File: config.mk
export PLATFORM = sky130hd
export DESIGN_NAME = chain_adder_flat
export DESIGN_NICKNAME = d
export VERILOG_FILES = /design/src/rtl/chain_adder_pkg.sv /design/src/rtl/chain_adder_if.sv /design/src/rtl/chain_adder_arith.sv /design/src/rtl/chain_adder.sv /design/src/flat_wrapper.sv
export SDC_FILE = /design/constraint.sdc
export NUM_CORES = 1
export LEC_CHECK = 0
export BUFFER_PORTS_ARGS = -buffer_cell sky130_fd_sc_hd__buf_2
export CORE_ASPECT_RATIO = 0.6
export CORE_MARGIN = 5
export CORE_UTILIZATION = 55
export DETAILED_ROUTE_END_ITERATION = 7
export PLACE_DENSITY = 0.73
export REMOVE_ABC_BUFFERS = 1
export SLEW_MARGIN = 10
export SYNTH_ARGS = -nofsm -noshare
export SYNTH_HDL_FRONTEND = slang
export SYNTH_SLANG_ARGS = --single-unit
File: constraint.sdc
create_clock -name clk -period 20.2 [get_ports clk]
set_input_delay 2.02 -clock clk [delete_from_list [all_inputs] [get_ports clk]]
set_output_delay 2.02 -clock clk [all_outputs]
set_load 0.1 [all_outputs]
File: src/rtl/chain_adder_pkg.sv
// Shared types and constants for the chain_adder slice.
// Latency: n/a (declarations only).
// Backpressure: n/a.
//
// Holds the FSM state encoding, the float word layout, default widths and
// latencies, and a few IEEE-754 single constants used by the bench.
package chain_adder_pkg;

  localparam int FP_WIDTH            = 32;
  localparam int DEFAULT_ADD_LATENCY = 5;

  typedef enum logic [1:0] {
    IDLE   = 2'b00,
    LAUNCH = 2'b01,
    WAIT   = 2'b10,
    FINISH = 2'b11
  } state_t;

  typedef struct packed {
    logic       sign;
    logic [7:0] exp;
    logic [22:0] frac;
  } fp32_t;

  localparam logic [31:0] FP_ZERO    = 32'h0000_0000;
  localparam logic [31:0] FP_HALF    = 32'h3F00_0000;
  localparam logic [31:0] FP_ONE     = 32'h3F80_0000;
  localparam logic [31:0] FP_TWO     = 32'h4000_0000;
  localparam logic [31:0] FP_THREE   = 32'h4040_0000;
  localparam logic [31:0] FP_FOUR    = 32'h4080_0000;
  localparam logic [31:0] FP_SEVEN   = 32'h40E0_0000;
  localparam logic [31:0] FP_TEN     = 32'h4120_0000;
  localparam logic [31:0] FP_NEG_ONE = 32'hBF80_0000;
  localparam logic [31:0] FP_QNAN    = 32'h7FC0_0000;

  // Leading-zero count of a 27-bit aligned significand (27 when all zero).
  function automatic logic [4:0] lzc27(input logic [26:0] v);
    logic [4:0] n;
    n = 5'd27;
    for (int i = 0; i <= 26; i++) begin
      if (v[i]) n = 5'(26 - i);
    end
    return n;
  endfunction

endpackage

File: src/rtl/chain_adder_if.sv
// Request/result bundle between a producer and chain_adder.
// Latency: n/a (wires only).
// Backpressure: none; start is only honoured while the block is idle.
//
// master: drives start/current_total/terms/term_mask, observes results.
// slave : chain_adder side.
interface chain_adder_if
  import chain_adder_pkg::*;
#(
  parameter int NUM_TERMS        = 3,
  parameter int FLOAT_DATA_WIDTH = FP_WIDTH
);

  logic                                  start;
  logic [FLOAT_DATA_WIDTH-1:0]           current_total;
  logic [NUM_TERMS*FLOAT_DATA_WIDTH-1:0] terms;
  logic [NUM_TERMS-1:0]                  term_mask;
  logic [FLOAT_DATA_WIDTH-1:0]           new_total;
  logic                                  done;
  logic                                  working;

  modport master (
    output start, current_total, terms, term_mask,
    input  new_total, done, working
  );

  modport slave (
    input  start, current_total, terms, term_mask,
    output new_total, done, working
  );

endinterface

File: src/rtl/chain_adder_arith.sv
// Arithmetic helpers for chain_adder: pipelined float32 adder and WAIT timer.
// Latency: add = LATENCY cycles from stable operands to valid result; timer = 1.
// Backpressure: both freeze completely while clk_en is low.
//
// add ports          : clk, aclr (sync clear), clk_en, a, b -> result
// latency_timer ports: clk, rst, clk_en, clr, inc -> last
module add
  import chain_adder_pkg::*;
#(
  parameter int LATENCY = DEFAULT_ADD_LATENCY
) (
  input  logic        clk,
  input  logic        aclr,
  input  logic        clk_en,
  input  logic [31:0] a,
  input  logic [31:0] b,
  output logic [31:0] result
);

  fp32_t       fa, fb;
  logic [30:0] a_mag, b_mag, big_mag, small_mag;
  logic        big_sign, small_sign, is_nan;
  logic [23:0] m_big, m_small;
  logic [7:0]  exp_diff;
  logic [4:0]  shamt, lz;
  logic [50:0] small_wide;
  logic [26:0] x_al, y_al, norm;
  logic [27:0] sum;
  logic [9:0]  exp_n, exp_r;
  logic        round_up;
  logic [24:0] mant_r;
  logic [22:0] frac_r;
  logic [31:0] sum_word;

  always_comb begin
    fa = a;
    fb = b;
    // Subnormal inputs are flushed to zero; magnitude compare picks the
    // larger operand so the aligned subtraction never goes negative.
    a_mag = (fa.exp == 8'd0) ? 31'd0 : {fa.exp, fa.frac};
    b_mag = (fb.exp == 8'd0) ? 31'd0 : {fb.exp, fb.frac};
    if (a_mag >= b_mag) begin
      big_mag = a_mag; big_sign = fa.sign; small_mag = b_mag; small_sign = fb.sign;
    end else begin
      big_mag = b_mag; big_sign = fb.sign; small_mag = a_mag; small_sign = fa.sign;
    end
    m_big    = {big_mag[30:23] != 8'd0, big_mag[22:0]};
    m_small  = {small_mag[30:23] != 8'd0, small_mag[22:0]};
    exp_diff = big_mag[30:23] - small_mag[30:23];
    // Beyond 27 places the small operand only contributes to sticky.
    shamt      = (exp_diff > 8'd27) ? 5'd27 : exp_diff[4:0];
    small_wide = {m_small, 27'd0} >> shamt;
    x_al       = {m_big, 3'b000};
    y_al       = {small_wide[50:25], |small_wide[24:0]};
    sum = (big_sign ^ small_sign) ? ({1'b0, x_al} - {1'b0, y_al})
                                  : ({1'b0, x_al} + {1'b0, y_al});
    lz = lzc27(sum[26:0]);
    if (sum[27]) begin
      norm  = {sum[27:2], sum[1] | sum[0]};
      exp_n = {2'b00, big_mag[30:23]} + 10'd1;
    end else begin
      norm  = sum[26:0] << lz;
      exp_n = {2'b00, big_mag[30:23]} - {5'd0, lz};
    end
    // Round to nearest, ties to even, on guard/round/sticky.
    round_up = norm[2] & (norm[1] | norm[0] | norm[3]);
    mant_r   = {1'b0, norm[26:3]} + {24'd0, round_up};
    exp_r    = mant_r[24] ? exp_n + 10'd1 : exp_n;
    frac_r   = mant_r[24] ? mant_r[23:1] : mant_r[22:0];
    is_nan = (fa.exp == 8'hFF && fa.frac != 23'd0) ||
             (fb.exp == 8'hFF && fb.frac != 23'd0) ||
             (fa.exp == 8'hFF && fb.exp == 8'hFF && fa.sign != fb.sign);
    // exp_r is two's complement; bit 9 set means it went below zero.
    if (is_nan)                           sum_word = FP_QNAN;
    else if (fa.exp == 8'hFF)             sum_word = a;
    else if (fb.exp == 8'hFF)             sum_word = b;
    else if (sum == 28'd0)                sum_word = FP_ZERO;
    else if (exp_r[9] || exp_r == 10'd0)  sum_word = {big_sign, 31'd0};
    else if (exp_r >= 10'd255)            sum_word = {big_sign, 8'hFF, 23'd0};
    else                                  sum_word = {big_sign, exp_r[7:0], frac_r};
  end

  // LATENCY-1 register stages: the caller holds operands stable and samples
  // the result on the LATENCY-th edge after they were presented.
  generate
    if (LATENCY > 1) begin : g_pipe
      logic [31:0] stage_q [LATENCY-1];
      always_ff @(posedge clk) begin
        if (aclr) begin
          for (int i = 0; i < LATENCY - 1; i++) stage_q[i] <= '0;
        end else if (clk_en) begin
          stage_q[0] <= sum_word;
          for (int i = 1; i < LATENCY - 1; i++) stage_q[i] <= stage_q[i-1];
        end
      end
      assign result = stage_q[LATENCY-2];
    end else begin : g_comb
      assign result = sum_word;
    end
  endgenerate

endmodule

module latency_timer #(
  parameter int LATENCY = 5
) (
  input  logic clk,
  input  logic rst,
  input  logic clk_en,
  input  logic clr,
  input  logic inc,
  output logic last
);

  localparam int CW = (LATENCY > 1) ? $clog2(LATENCY) : 1;
  localparam logic [CW-1:0] LAST_COUNT = CW'(LATENCY - 1);

  logic [CW-1:0] count;

  always_ff @(posedge clk) begin
    if (rst) begin
      count <= '0;
    end else if (clk_en) begin
      if (clr)      count <= '0;
      else if (inc) count <= count + 1'b1;
    end
  end

  assign last = (count == LAST_COUNT);

endmodule

File: src/rtl/chain_adder.sv
// Folds NUM_TERMS masked float32 terms into a running total with one shared adder.
// Latency: NUM_TERMS + popcount(mask)*ADD_LATENCY + 1 cycles from accepted start to done.
// Backpressure: start ignored unless idle; clk_en low freezes all state and outputs.
//
// Ports: clk, rst (sync, active high), clk_en (global freeze),
//        bus (chain_adder_if.slave): start/current_total/terms/term_mask in,
//        new_total/done/working out.
module chain_adder
  import chain_adder_pkg::*;
#(
  parameter int NUM_TERMS        = 3,
  parameter int FLOAT_DATA_WIDTH = FP_WIDTH,
  parameter int ADD_LATENCY      = DEFAULT_ADD_LATENCY,
  parameter int IDX_WIDTH        = 2
) (
  input  logic         clk,
  input  logic         rst,
  input  logic         clk_en,
  chain_adder_if.slave bus
);

  localparam logic [IDX_WIDTH-1:0] LAST_IDX = IDX_WIDTH'(NUM_TERMS - 1);

  typedef logic [FLOAT_DATA_WIDTH-1:0] word_t;

  state_t                                state, state_n;
  logic [IDX_WIDTH-1:0]                  idx, idx_n;
  word_t                                 acc, acc_n;
  word_t                                 op_a, op_a_n, op_b, op_b_n;
  word_t                                 new_total_q, new_total_n;
  logic [NUM_TERMS-1:0][FLOAT_DATA_WIDTH-1:0] term_q, term_n;
  logic [NUM_TERMS-1:0]                  mask_q, mask_n;
  logic                                  done_q, done_n;
  logic                                  working_q, working_n;
  logic                                  timer_clr, timer_inc, timer_last;
  logic                                  last_term;
  logic                                  add_en;
  word_t                                 add_result;

  assign last_term = (idx == LAST_IDX);
  // The adder only runs while an operation is in flight.
  assign add_en    = clk_en & working_q;

  add #(
    .LATENCY (ADD_LATENCY)
  ) u_add (
    .clk    (clk),
    .aclr   (rst),
    .clk_en (add_en),
    .a      (op_a),
    .b      (op_b),
    .result (add_result)
  );

  latency_timer #(
    .LATENCY (ADD_LATENCY)
  ) u_timer (
    .clk    (clk),
    .rst    (rst),
    .clk_en (clk_en),
    .clr    (timer_clr),
    .inc    (timer_inc),
    .last   (timer_last)
  );

  always_comb begin
    state_n     = state;
    idx_n       = idx;
    acc_n       = acc;
    op_a_n      = op_a;
    op_b_n      = op_b;
    term_n      = term_q;
    mask_n      = mask_q;
    new_total_n = new_total_q;
    done_n      = 1'b0;
    working_n   = working_q;
    timer_clr   = 1'b0;
    timer_inc   = 1'b0;
    unique case (state)
      IDLE: begin
        if (bus.start) begin
          acc_n     = bus.current_total;
          term_n    = bus.terms;
          mask_n    = bus.term_mask;
          idx_n     = '0;
          working_n = 1'b1;
          state_n   = LAUNCH;
        end
      end
      LAUNCH: begin
        if (mask_q[idx]) begin
          op_a_n    = acc;
          op_b_n    = term_q[idx];
          timer_clr = 1'b1;
          state_n   = WAIT;
        end else if (last_term) begin
          state_n = FINISH;
        end else begin
          idx_n = idx + 1'b1;
        end
      end
      WAIT: begin
        // Operands stay parked in op_a/op_b for the whole wait.
        timer_inc = ~timer_last;
        if (timer_last) begin
          acc_n = add_result;
          if (last_term) begin
            state_n = FINISH;
          end else begin
            idx_n   = idx + 1'b1;
            state_n = LAUNCH;
          end
        end
      end
      FINISH: begin
        new_total_n = acc;
        done_n      = 1'b1;
        working_n   = 1'b0;
        state_n     = IDLE;
      end
    endcase
  end

  // Reset wins over clk_en; with clk_en low everything, including a pending
  // done pulse, simply holds.
  always_ff @(posedge clk) begin
    if (rst) begin
      state       <= IDLE;
      idx         <= '0;
      acc         <= '0;
      op_a        <= '0;
      op_b        <= '0;
      term_q      <= '0;
      mask_q      <= '0;
      new_total_q <= '0;
      done_q      <= 1'b0;
      working_q   <= 1'b0;
    end else if (clk_en) begin
      state       <= state_n;
      idx         <= idx_n;
      acc         <= acc_n;
      op_a        <= op_a_n;
      op_b        <= op_b_n;
      term_q      <= term_n;
      mask_q      <= mask_n;
      new_total_q <= new_total_n;
      done_q      <= done_n;
      working_q   <= working_n;
    end
  end

  assign bus.new_total = new_total_q;
  assign bus.done      = done_q;
  assign bus.working   = working_q;

endmodule

File: src/flat_wrapper.sv
// flat-port wrapper written by rule: the top's interface ports become plain ports
module chain_adder_flat import chain_adder_pkg::*;
#(
  parameter int NUM_TERMS        = 3,
  parameter int FLOAT_DATA_WIDTH = FP_WIDTH,
  parameter int ADD_LATENCY      = DEFAULT_ADD_LATENCY,
  parameter int IDX_WIDTH        = 2
)
  (clk, rst, clk_en, bus_start, bus_current_total, bus_terms, bus_term_mask, bus_new_total, bus_done, bus_working);
  chain_adder_if #(.NUM_TERMS(NUM_TERMS), .FLOAT_DATA_WIDTH(FLOAT_DATA_WIDTH)) bus_i ();
  input  logic clk;
  input  logic rst;
  input  logic clk_en;
  input wire logic [$bits(bus_i.start)-1:0] bus_start;
  input wire logic [$bits(bus_i.current_total)-1:0] bus_current_total;
  input wire logic [$bits(bus_i.terms)-1:0] bus_terms;
  input wire logic [$bits(bus_i.term_mask)-1:0] bus_term_mask;
  output wire logic [$bits(bus_i.new_total)-1:0] bus_new_total;
  output wire logic [$bits(bus_i.done)-1:0] bus_done;
  output wire logic [$bits(bus_i.working)-1:0] bus_working;
  assign bus_i.start = bus_start;
  assign bus_i.current_total = bus_current_total;
  assign bus_i.terms = bus_terms;
  assign bus_i.term_mask = bus_term_mask;
  assign bus_new_total = bus_i.new_total;
  assign bus_done = bus_i.done;
  assign bus_working = bus_i.working;
  chain_adder #(.NUM_TERMS(NUM_TERMS), .FLOAT_DATA_WIDTH(FLOAT_DATA_WIDTH), .ADD_LATENCY(ADD_LATENCY), .IDX_WIDTH(IDX_WIDTH)) u_core (.clk(clk), .rst(rst), .clk_en(clk_en), .bus(bus_i));
endmodule
==> out/metrics.cfg <==
[clock_tree]
clkTransAtPathRegs_ns=0.07
clk_latency_ns=0.59
cts_resized=0
h-tree-depth=1
cts_sinks=364
post_cts_buffers=0
cts_buffers=31
cts_root_buf=clkbuf_16
cts_buffer_depth=3
cts_tree=yes
ctsHoldBuffers=0

[finish]
final_cell_mix=nand2_1 (580), a21oi_1 (363), nor2_1 (280), dfxtp_1 (235), buf_2 (167)
drive_above_1_share_pct=12.0
syn2layout_area_growth_pct=8.58
layout.nets=3661
layout_commonest_cell=nand2_1

[placed_design]
place.port_buffers=168
place_hpwl_mm=77.2
dpl_worst_slack_ns=3.62
place_congestion=1.10

[floorplanning]
core-area_sq_mm=0.0476
die_area_sq_mm=0.0524
io_pins=169
row_count=62
die_y_microns=179
fp.dieW_microns=292
start_util_pct=55.3

[routing]
routed_via_density=6.79
drt_iter0_markers=4369
vias=27783
drc=0
ant_nets=0
totalWireLength_mm=101
drt_first_pass_iters=7
routedWlPerCell_microns=24.7

[sta]
hold_violations=0
slew_violations=0
fmax_ghz=0.0570
min_period_over_period_pct=86.9
grt_setup_unrepaired=no
setup_tns_ns=0
finalWorstSetupSlack_ns=2.65
setup-violations-final=0
fin_crit_ns=17.55
tightest_slew_ns=1.29
clock_skew_ns=0.0249
maxSlewHeadroom_pct=12.8

[grt]
antenna_found_initial=5
grt_start_max_net_pins=100
grt_pass1_wl_mm=152
grt_pass1_vias=25104
overflow=0
grt_use_total_pct=36.2

[logic_synthesis]
synth_ff_type=dfxtp_1
synth_top_area_share_pct=18.0
synth_edf_count=128
syn-cell-area_sq_mm=0.0263
yosysUniqueCellTypes=116
syn_avg_cell_area_sq_um=7.75
synthCells=3394
yosys.area.top_type=dfxtp_1
ys_seq_elements=364
ys_top_cells_by_area=dfxtp_1 (18%), edfxtp_1 (15%), nand2_1 (8.3%)
synth-seq-area-share_pct=32.6
yosysWarnings=0
async_flop_share_pct=0

[setup_path]
crit_family=compound AO/OA/AOI/OAI gates
path_buf_inv=3
cp_slowest_cell=o2bb2ai_2
setup.worst_path.end_class=flop
cp-start-kind=flop
worst-endpoint-arrival_ns=17.83
cp_max_fo=24
required_ns=20.49
max_stage_delay_ns=0.83
criticalPathCategory=reg -> reg

[power_and_ir_drop]
powerDensity_mw_per_mm2=157
max-vdd-ir-drop_mv=0.159
power_leakage_nw=11.0
totalPowerFinal_mw=4.49

[min_path]
hp-class=reg -> reg

[run]
maxCapViolCount=0

[outcome]
status=finished clean

-- synthesized netlist by cell type (9+ instances only) --
master,number
buf_1,22
xnor2_1,30
and3_1,26
dfxtp_1,236
a22o_1,11
nor2_1,282
a211o_1,12
o21ai_0,153
a221oi_1,17
and2_1,134
o22ai_1,21
o221ai_1,21
or4_1,12
buf_2,31
o2bb2ai_1,9
o21a_1,15
a211oi_1,90
nand3_1,82
or2_2,17
nor2b_1,16
inv_1,113
a22oi_1,34
a21oi_1,363
mux2_2,13
o211ai_1,42
clkbuf_1,166
nor3_1,72
nand2b_1,23
xor2_1,19
or3_1,20
a31oi_1,21
nor4_1,43
ha_1,97
nand2_1,581
edfxtp_1,128
a21o_1,22
o31ai_1,17
a31o_2,9
a221o_1,9
o21bai_1,12
o21ai_1,14
nand4_1,31
mux2i_1,90
-- sequential cells by signal, summed over array words and instances (netlist names) --
register,flops
u_core.term_q,96
u_core.acc,32
u_core.op_a,32
u_core.u_timer.count,3
u_core.mask_q,3
u_core.op_b,32
u_core.bus.working,1
u_core.state,2
u_core.bus.new_total,32
u_core.bus.done,1
u_core.u_add.g_pipe.stage_q,128
u_core.idx,2
-- layer usage --
layer | track usage, % | wire length, microns | up-vias
li1 | - | - | 12390
met1 | 56.1 | 45000 | 13288
met2 | 48.3 | 39400 | 1912
met3 | 13.6 | 15000 | 185
met4 | 5.79 | 1660 | 8
met5 | 0 | 127 | -
-- power by group --
group / switching [mW] / leakage, nW / internal, mW
Combinational: 2.13 / 7.22 / 0.923
Sequential: 0.0232 / 3.26 / 0.799
Clock: 0.276 / 0.519 / 0.340
-- metrics by stage --
stage | cells | util [%] | instance area, sq um | hold slack (ns)
finish | 4092 | 60.1 | 28600 | 0.455
global route | 4091 | 60.1 | 28600 | 0.469
CTS | 4091 | 60.1 | 28600 | 0.455
detailed placement | 4034 | 57.9 | 27500 | 0.445
global placement | 4034 | 57.9 | 27500 | 0.438
floorplan | 3160 | - | 25300 | 0.430
-- cell families (layout without fill, tap and decap cells) --
family / count (synthesis) / in the layout / synth area share (%)
AOI/OAI and AO/OA: 1017 / 1017 / 25.5
other: 0 / 1 / 0
adders and majority gates: 99 / 99 / 4.77
and+or+nand+nor: 1402 / 1402 / 25.4
DFF: 364 / 364 / 32.6
muxes: 112 / 112 / 4.68
buffers and inverters: 351 / 408 / 5.47
xor gates and xnor gates: 49 / 49 / 1.63
-- worst register-to-register path: cells and delay by family (launching register included) --
kind,cells,cell delay (ns)
DFF,1,0.37
buffers and inverters,3,0.67
AOI/OAI and AO/OA,29,7.70
muxes,4,1.28
adders and majority gates,5,1.33
and+or+nand+nor,17,5.89
-- path summary, 6_finish.rpt --
kind,startpoint,endpoint,slack (ns),cells past startpoint
setup / recovery,u_core.op_b[23]$_SDFFE_PP0P_,u_core.u_add.g_pipe.stage_q[0][25]$_SDFFCE_PN0P_,2.65,58
hold / removal,u_core.term_q[27]$_SDFFE_PP0P_,u_core.term_q[27]$_SDFFE_PP0P_,0.45,2
setup reg to reg,u_core.op_b[23]$_SDFFE_PP0P_,u_core.u_add.g_pipe.stage_q[0][25]$_SDFFCE_PN0P_,2.65,58
hold reg to reg,u_core.term_q[27]$_SDFFE_PP0P_,u_core.term_q[27]$_SDFFE_PP0P_,0.45,2
-- cell type report --
cell class	count	area, sq um
Clock inverter	14	134
Inverter	117	439
Multi-Input combinational cell	2679	16400
Fill cell	4125	19000
Clock buffer	43	903
Tap cell	640	801
Timing Repair Buffer	234	1340
Antenna cell	1	2.50
Sequential cell	364	8570
(Power assumes the default switching activity.)
